### src/rtl/fdiv_seq_ctrl.sv
// Multi-cycle binary32 divider sequencer: restoring 1-bit-per-cycle mantissa divide under an FSM.
// Optional round-to-nearest-even build: define FDIV_ROUND_EN (adds a guard iteration and sticky).
module fdiv_seq_ctrl #(
  parameter int ITER_BITS = 25
) (
  input  logic        clk,
  input  logic        rst,
  input  logic        start,
  input  logic [31:0] op_a,
  input  logic [31:0] op_b,
  output logic        busy,
  output logic        done,
  output logic [31:0] result,
  output logic        flag_dz,
  output logic        flag_of,
  output logic        flag_uf
);

`ifdef FDIV_ROUND_EN
  localparam int QW = ITER_BITS + 1;
`else
  localparam int QW = ITER_BITS;
`endif

  typedef enum logic [2:0] {IDLE, LOAD, ITER, NORM, DONE} state_t;

  state_t             state_q, state_d;
  logic [31:0]        a_q, a_d, b_q, b_d;
  logic               sign_q, sign_d;
  logic signed [9:0]  exp_q, exp_d;
  logic [24:0]        rem_q, rem_d, div_q, div_d;
  logic [QW-1:0]      quo_q, quo_d;
  logic [4:0]         cnt_q, cnt_d;
  logic               busy_q, busy_d, done_q, done_d;
  logic [31:0]        result_q, result_d;
  logic               dz_q, dz_d, of_q, of_d, uf_q, uf_d;

  logic [22:0]        mant;
  logic signed [9:0]  exp_n;

  function automatic logic [23:0] round_rne(input logic [22:0] m, input logic g, input logic s);
    return {1'b0, m} + 24'(g & (s | m[0]));
  endfunction

  always_comb begin
    state_d  = state_q;
    a_d      = a_q;
    b_d      = b_q;
    sign_d   = sign_q;
    exp_d    = exp_q;
    rem_d    = rem_q;
    div_d    = div_q;
    quo_d    = quo_q;
    cnt_d    = cnt_q;
    busy_d   = busy_q;
    done_d   = 1'b0;
    result_d = result_q;
    dz_d     = dz_q;
    of_d     = of_q;
    uf_d     = uf_q;
    mant     = '0;
    exp_n    = exp_q;

    // Normalisation: the quotient of two 1.x mantissas lies in [0.5, 2), so at most one shift.
`ifdef FDIV_ROUND_EN
    begin
      logic [23:0] rnd;
      if (quo_q[QW-1])
        rnd = round_rne(quo_q[QW-2:2], quo_q[1], quo_q[0] | (rem_q != '0));
      else begin
        rnd   = round_rne(quo_q[QW-3:1], quo_q[0], rem_q != '0);
        exp_n = exp_q - 10'sd1;
      end
      mant = rnd[22:0];
      if (rnd[23]) exp_n = exp_n + 10'sd1;
    end
`else
    if (quo_q[QW-1]) begin
      mant = quo_q[QW-2:1];
    end else begin
      mant  = quo_q[QW-3:0];
      exp_n = exp_q - 10'sd1;
    end
`endif

    case (state_q)
      IDLE: begin
        if (start) begin
          a_d     = op_a;
          b_d     = op_b;
          dz_d    = 1'b0;
          of_d    = 1'b0;
          uf_d    = 1'b0;
          busy_d  = 1'b1;
          state_d = LOAD;
        end
      end
      LOAD: begin
        sign_d = a_q[31] ^ b_q[31];
        exp_d  = $signed({2'b00, a_q[30:23]}) - $signed({2'b00, b_q[30:23]}) + 10'sd127;
        rem_d  = {2'b01, a_q[22:0]};
        div_d  = {2'b01, b_q[22:0]};
        quo_d  = '0;
        cnt_d  = '0;
        if (b_q[30:23] == 8'd0) begin
          result_d = {a_q[31] ^ b_q[31], 8'hFF, 23'd0};
          dz_d     = 1'b1;
          state_d  = DONE;
        end else if (a_q[30:23] == 8'd0) begin
          result_d = {a_q[31] ^ b_q[31], 31'd0};
          state_d  = DONE;
        end else begin
          state_d = ITER;
        end
      end
      ITER: begin
        if (rem_q >= div_q) begin
          quo_d = {quo_q[QW-2:0], 1'b1};
          rem_d = (rem_q - div_q) << 1;
        end else begin
          quo_d = {quo_q[QW-2:0], 1'b0};
          rem_d = rem_q << 1;
        end
        cnt_d = cnt_q + 5'd1;
        if (cnt_q == 5'(QW - 1)) state_d = NORM;
      end
      NORM: begin
        if (exp_n >= 10'sd255) begin
          result_d = {sign_q, 8'hFF, 23'd0};
          of_d     = 1'b1;
        end else if (exp_n <= 10'sd0) begin
          result_d = {sign_q, 31'd0};
          uf_d     = 1'b1;
        end else begin
          result_d = {sign_q, exp_n[7:0], mant};
        end
        state_d = DONE;
      end
      DONE: begin
        done_d  = 1'b1;
        busy_d  = 1'b0;
        state_d = IDLE;
      end
      default: state_d = IDLE;
    endcase
  end

  always_ff @(posedge clk or posedge rst) begin
    if (rst) begin
      state_q  <= IDLE;
      a_q      <= '0;
      b_q      <= '0;
      sign_q   <= 1'b0;
      exp_q    <= '0;
      rem_q    <= '0;
      div_q    <= '0;
      quo_q    <= '0;
      cnt_q    <= '0;
      busy_q   <= 1'b0;
      done_q   <= 1'b0;
      result_q <= '0;
      dz_q     <= 1'b0;
      of_q     <= 1'b0;
      uf_q     <= 1'b0;
    end else begin
      state_q  <= state_d;
      a_q      <= a_d;
      b_q      <= b_d;
      sign_q   <= sign_d;
      exp_q    <= exp_d;
      rem_q    <= rem_d;
      div_q    <= div_d;
      quo_q    <= quo_d;
      cnt_q    <= cnt_d;
      busy_q   <= busy_d;
      done_q   <= done_d;
      result_q <= result_d;
      dz_q     <= dz_d;
      of_q     <= of_d;
      uf_q     <= uf_d;
    end
  end

  assign busy    = busy_q;
  assign done    = done_q;
  assign result  = result_q;
  assign flag_dz = dz_q;
  assign flag_of = of_q;
  assign flag_uf = uf_q;

endmodule

### config.mk
export PLATFORM = sky130hd
export DESIGN_NAME = fdiv_seq_ctrl
export DESIGN_NICKNAME = d
export VERILOG_FILES = /design/src/rtl/fdiv_seq_ctrl.sv
export SDC_FILE = /design/constraint.sdc
export NUM_CORES = 1
export LEC_CHECK = 0
export CAP_MARGIN = 25
export CORE_UTILIZATION = 55
export CTS_CLUSTER_SIZE = 30
export DETAILED_ROUTE_END_ITERATION = 6
export GPL_TIMING_DRIVEN = 0
export MAX_ROUTING_LAYER = met4
export PLACE_DENSITY = 0.78
export SYNTH_ARGS = -nofsm -noshare
export SYNTH_HDL_FRONTEND = slang
export SYNTH_SLANG_ARGS = --single-unit
export TNS_END_PERCENT = 10
### constraint.sdc
create_clock -name clk -period 8.2 [get_ports clk]
set_input_delay 2.46 -clock clk [delete_from_list [all_inputs] [get_ports clk]]
set_output_delay 2.46 -clock clk [all_outputs]
set_load 0.03 [all_outputs]
==> flow_summary_export.csv, run 1 <==
group,metric,value,unit
routing,antenna_left,0,
finish,final_common_cell,"nand2_1",
timing,finalHoldViolations,0,
timing,setup_viol,0,
floorplanning,die_height,137,µm
placement,place.gp.congestion,0.944,
floorplanning,num_rows,48,
status,outcome,"complete, no violations",
yosys,synth_nets,1196,
routing,drtIter0Drc,523,
timing,maxSlewHeadroom,0.520,
power,power_leakage,5.47,nW
cts,cts_max_path_buffers,2,
routing,drt-total-wl,24500,µm
finish,nets,1319,
power,switching_share,0.451,
cts,cts_tree,"done",
yosys,syn_avg_cell_area,9.16,µm²
timing,slew_viol_final,0,
yosys,synth_edf_count,0,
routing,viasPerCell,5.70,
grt,grt_pass1_vias,7991,
finish,diodes,0,
grt,grt_pass1_wl,39900,µm
timing,fmax,0.237,GHz
grt,antenna_found_initial,0,
finish,fin_area,11900,µm²
yosys,synthFlopType,"dfrtp_1",
finish,layout-drive-gt1-share,0.0579,
routing,firstDrtPassIters,5,
cts,cts-resized-gates,0,
worst_hold_path,hp-class,"reg -> reg",
routing,post-route-drc-count,0,
cts,clock_latency,0.44,ns
placement,placed_area,11300,µm²
yosys,synth_compound_area_frac,0.156,
yosys,async_flop_share,1.00,
yosys,ys_seq_area_frac,0.486,
timing,skew,0.00753,ns
timing,rsz0062_at_grt,"false",
placement,placed_cells,1420,
cts,post_cts.repair.setup_buffers,0,
power,p_switching,2.45,mW
cts,cts_buffers,17,
yosys,synth_cell_types,62,
yosys,synth_largest_area_cell,"dfrtp_1",
critical_path,crit_type,"in -> reg",
yosys,yosys-top-cells-area,"dfrtp_1 (49%), nand2_1 (11%), ha_1 (4.5%)",
placement,dp_hpwl,17400,µm
power,clkPwrFrac,0.158,
power,combinationalPowerShare,0.550,
floorplanning,dieArea,18700,µm²
critical_path,start_kind,"input port",
floorplanning,start_util,0.570,
finish,final_cells,1452,
grt,grt-ovfl-total,0,
routing,num_vias,8274,
cts,cts_hold_buf,0,
yosys,synth_top_family_by_area,"simple AND/OR/NAND/NOR gates",
critical_path,cp.required,8.58,ns
power,power,5.43,mW
power,irDropWorstVdd,0.000217,V
yosys,synth_xor_xnor_area_share,0.0359,
yosys,yosys_warnings,0,
flow_run,max-cap-violations,0,
cts,path_clk_slew,0.07,ns
yosys,synth_seq_cells,194,
critical_path,crit_fanout,10,
cts,h-tree-depth,4,
power,p_per_area,455,nW/µm²
timing,fin_crit_sh,0.515,
timing,worst_pin_slew,0.720,ns
yosys,synth_top_cell_area_share,0.486,
power,p_seq_frac,0.292,
floorplanning,die_w,137,µm
yosys,postSynthCellCount,1091,
yosys,synth.area.mux_share,0.0413,
cts,cts.sinks,194,
grt,gr-usage-all-layers,0.288,
timing,fin_crit,4.23,ns
grt,grt_max_degree,105,
yosys,netlist_area,9990,µm²
yosys,synth-adder-area-share,0.0491,
cts,cts-root-buf,"clkbuf_16",
yosys,yosys.area_share.simple,0.188,
power,internal-power,2.98,mW
finish,layout_common_cells,"nand2_1 (303), dfrtp_1 (194), clkdlybuf4s50_1 (103)",
critical_path,cp_data_arrival_time,4.60,ns
finish,syn_to_final_growth,19.5,%
floorplanning,core_area,17500,µm²
placement,port_buffers,103,
critical_path,critPathCaptureType,"register",
floorplanning,ios,104,
routing,wl_per_cell,16.8,µm
## power groups by stage
stage,clock [mW],sequential (mW),combinational (mW)
after floorplan,0,1.62,2.12
after global placement,0,1.58,2.85
after detailed placement,0,1.59,2.94
after CTS,0.866,1.58,2.97
after global routing,0.905,1.63,3.32
final,0.859,1.59,2.99
## cells by family (layout without fill, tap and decap cells)
logic type / count (synthesis) / count (layout)
simple gates: 440 / 440
compound gates: 234 / 234
flops: 194 / 194
buf+inv: 103 / 239
xor+xnor: 41 / 41
mux: 41 / 41
fa+ha+maj: 38 / 38
## metrics by stage
stage	utilization	hold slack (ns)	worst slack (ns)	TNS [ns]
after global placement	0.645	0.454	-1.86	-358.92
after CTS	0.681	0.476	3.97	0
after detailed placement	0.647	0.460	3.51	0
after global routing	0.681	0.498	3.89	0
final	0.681	0.477	3.97	0
after floorplan	-	0.418	0.456	0
## layout make-up
type | count | area (µm²)
inverter | 47 | 184
clock buffer | 18 | 439
sequential | 194 | 4850
timing repair buffer | 104 | 1060
tap | 225 | 282
clock inverter | 14 | 165
fill | 1417 | 5590
multi-input combinational | 794 | 4700
buffer | 56 | 263
## synth_stat cells, types with 8 or more instances
cell	number
o22ai_1	8
nor3_1	16
a22o_1	26
nor2b_1	11
dfrtp_1	194
a21oi_1	48
o22a_1	8
mux2i_1	39
xnor2_1	22
a21o_1	11
xor2_1	19
nor2_1	39
o21ai_0	66
o31ai_1	8
ha_1	36
nand2_1	303
and3_1	15
inv_1	46
clkbuf_1	45
o21ai_2	20
nand3_1	16
## layer usage
metal,vias to the layer above,part of all wire,global-route usage
met1,3960,0.44,0.372
met4,0,0.025,0.106
met3,52,0.053,0.0522
met5,-,0,-
li1,3965,-,-
met2,297,0.48,0.453
## critical path, stage by stage
cell	delay [ns]
clkdlybuf4s50_1	0.48
nor2b_1	0.25
and2_1	0.18
clkbuf_1	0.39
clkbuf_1	0.59
nand2_1	0.16
nand2_1	0.08
## flip-flops by register name, summed over array words and instances, names as in the netlist
signal / flops
rem_q: 25
done: 1
flag_of: 1
state_q: 3
sign_q: 1
flag_dz: 1
busy: 1
result: 32
div_q: 24
a_q: 32
b_q: 32
flag_uf: 1
quo_q: 25
cnt_q: 5
exp_q: 10
## final timing paths
path / cells past startpoint / end / slack, ns / startpoint
setup / recovery: 7 / a_q[18] / 3.97 / start
hold / removal: 2 / result[17] / 0.48 / result[17]
setup reg to reg: 12 / rem_q[6] / 4.75 / div_q[1]
hold reg to reg: 2 / result[17] / 0.48 / result[17]
max in group asynchronous: 3 / b_q[24] / 4.76 / rst
min in group asynchronous: 2 / result[3] / 2.52 / rst
Note: power is estimated with default switching activity, not from simulation.
==> run 2, diff against run 1 <==
- clock period: 8.2 -> 4.2 ns (I/O delays scaled with it)
==> flow_summary_export.csv, run 2 (synthesis results as in run 1) <==
group,metric,value,unit
floorplanning,num_rows,48,
timing,setup_viol,0,
critical_path,start_kind,"register",
timing,rsz0062_at_grt,"false",
routing,drtIter0Drc,524,
power,power_leakage,5.50,nW
worst_hold_path,hp-class,"reg -> reg",
status,outcome,"complete, no violations",
floorplanning,die_height,137,µm
finish,final_cells,1456,
worst_hold_path,min_to,"b_q[7]",
timing,fin_crit_sh,0.811,
floorplanning,start_util,0.570,
floorplanning,die_w,137,µm
routing,wl_per_cell,16.6,µm
worst_hold_path,hold-path-cell-count,2,
cts,post_cts.repair.setup_buffers,0,
critical_path,worstRegToRegCells,12,
timing,maxSlewHeadroom,0.419,
routing,post-route-drc-count,0,
placement,port_buffers,103,
grt,grt-ovfl-total,0,
cts,cts_buffers,17,
grt,grt_max_degree,43,
timing,fin_crit,3.40,ns
flow_run,max-cap-violations,0,
finish,diodes,0,
cts,cts_hold_buf,0,
critical_path,crit_type,"reg -> reg",
grt,grt_pass1_vias,8083,
timing,fmax,0.294,GHz
critical_path,crit_fanout,10,
cts,path_clk_slew,0.08,ns
routing,viasPerCell,5.71,
floorplanning,ios,104,
power,irDropWorstVdd,0.000457,V
timing,skew,0.00910,ns
worst_hold_path,hold_path_startpoint,"b_q[7]",
floorplanning,core_area,17500,µm²
finish,layout_common_cells,"nand2_1 (303), dfrtp_1 (194), clkdlybuf4s50_1 (103)",
cts,h-tree-depth,4,
critical_path,critPathCaptureType,"register",
cts,cts_max_path_buffers,2,
critical_path,cp_common_cell,"buf_2",
critical_path,timing.rr.start,"div_q[1]",
critical_path,cp_cell_sequence,"inv_1, ha_1, nor2b_1, o2111ai_1, and2_1, o31ai_1, a211o_1, a21o_1, buf_2, buf_2, mux2i_1, a21oi_1",
grt,antenna_found_initial,0,
cts,cts.sinks,194,
floorplanning,dieArea,18700,µm²
timing,finalHoldViolations,0,
cts,clock_latency,0.44,ns
placement,dp_hpwl,17600,µm
routing,firstDrtPassIters,6,
critical_path,slowest_stage,"o31ai_1",
critical_path,cp.required,4.48,ns
critical_path,r2r_end,"rem_q[16]",
routing,drt-total-wl,24200,µm
finish,final_common_cell,"nand2_1",
critical_path,rrSetupSlack,0.80,ns
cts,cts-resized-gates,0,
finish,nets,1323,
cts,cts_tree,"done",
routing,antenna_left,0,
placement,placed_cells,1424,
routing,num_vias,8318,
power,p_per_area,879,nW/µm²
cts,cts-root-buf,"clkbuf_16",
finish,syn_to_final_growth,19.9,%
timing,slew_viol_final,0,
grt,gr-usage-all-layers,0.285,
timing,worst_pin_slew,0.865,ns
grt,grt_pass1_wl,40100,µm
critical_path,cp_data_arrival_time,3.69,ns
placement,place.gp.congestion,0.913,
finish,layout-drive-gt1-share,0.0609,
critical_path,cpPeakStageDelay,0.47,ns
power,power,10.5,mW
run 2: cell count changes in the layout (fill, tap and decap cells not counted), moves of 2 or more:
cell | before | now
inv_8 | 3 | 1
buf_12 | 2 | 7
clkinvlp_4 | 4 | 2
clkinv_2 | 0 | 3
clkinv_4 | 1 | 3
run 2: area by class of cell:
type	count	area, µm²
flip-flops and latches	194	4850
fillers	1398	5550
clock buffers	17	425
clock inverters	15	150
well taps	225	282
multi-input cells	794	4700
repair buffers	108	1130
plain buffers	56	263
inverters	47	180
run 2: where the power goes:
group | internal, mW | leakage [nW] | switching (mW)
sequential | 2.60 | 2.46 | 0.477
clock | 0.835 | 0.283 | 0.776
combinational | 2.31 | 2.75 | 3.53
total | 5.75 | 5.50 | 4.79
run 2: per-stage QoR:
step / TNS, ns / cell area (µm²) / hold slack, ns / utilization / worst slack, ns
after floorplan: 0 / 10000 / 0.418 / - / 0.436
after detailed placement: 0 / 11400 / 0.462 / 0.651 / 0.723
after global placement: -196.42 / 11300 / 0.452 / 0.645 / -1.03
after global routing: 0 / 12000 / 0.507 / 0.683 / 0.668
final: 0 / 12000 / 0.476 / 0.683 / 0.795
after CTS: 0 / 12000 / 0.479 / 0.683 / 0.858
run 2: how the worst max path moves through the flow:
stage / from / endpoint / slack, ns / cells past startpoint
2_1_floorplan: rst / a_q[0] / 0.44 / 1
3_3_place_gp: rst / b_q[1] / -1.03 / 2
3_5_place_dp: start / a_q[19] / 0.72 / 7
4_1_cts: div_q[1] / rem_q[16] / 0.86 / 12
5_1_grt: rem_q[17] / rem_q[16] / 0.67 / 12
6_report: div_q[1] / rem_q[16] / 0.80 / 12
run 2: critical path, delay by kind of cell, from the launching register on:
kind | cells | cell delay (ns)
compound gates | 5 | 1.13
fa+ha+maj | 1 | 0.29
buf+inv | 3 | 0.77
flops | 1 | 0.39
mux | 1 | 0.24
simple gates | 2 | 0.42
run 2: metal layers:
metal	share of wire	track usage	vias to the layer above	wire [µm]
li1	-	-	3983	-
met1	0.46	0.372	4051	11100
met2	0.48	0.459	234	11600
met3	0.041	0.0396	50	997
met4	0.022	0.0940	0	529
met5	0	-	-	0
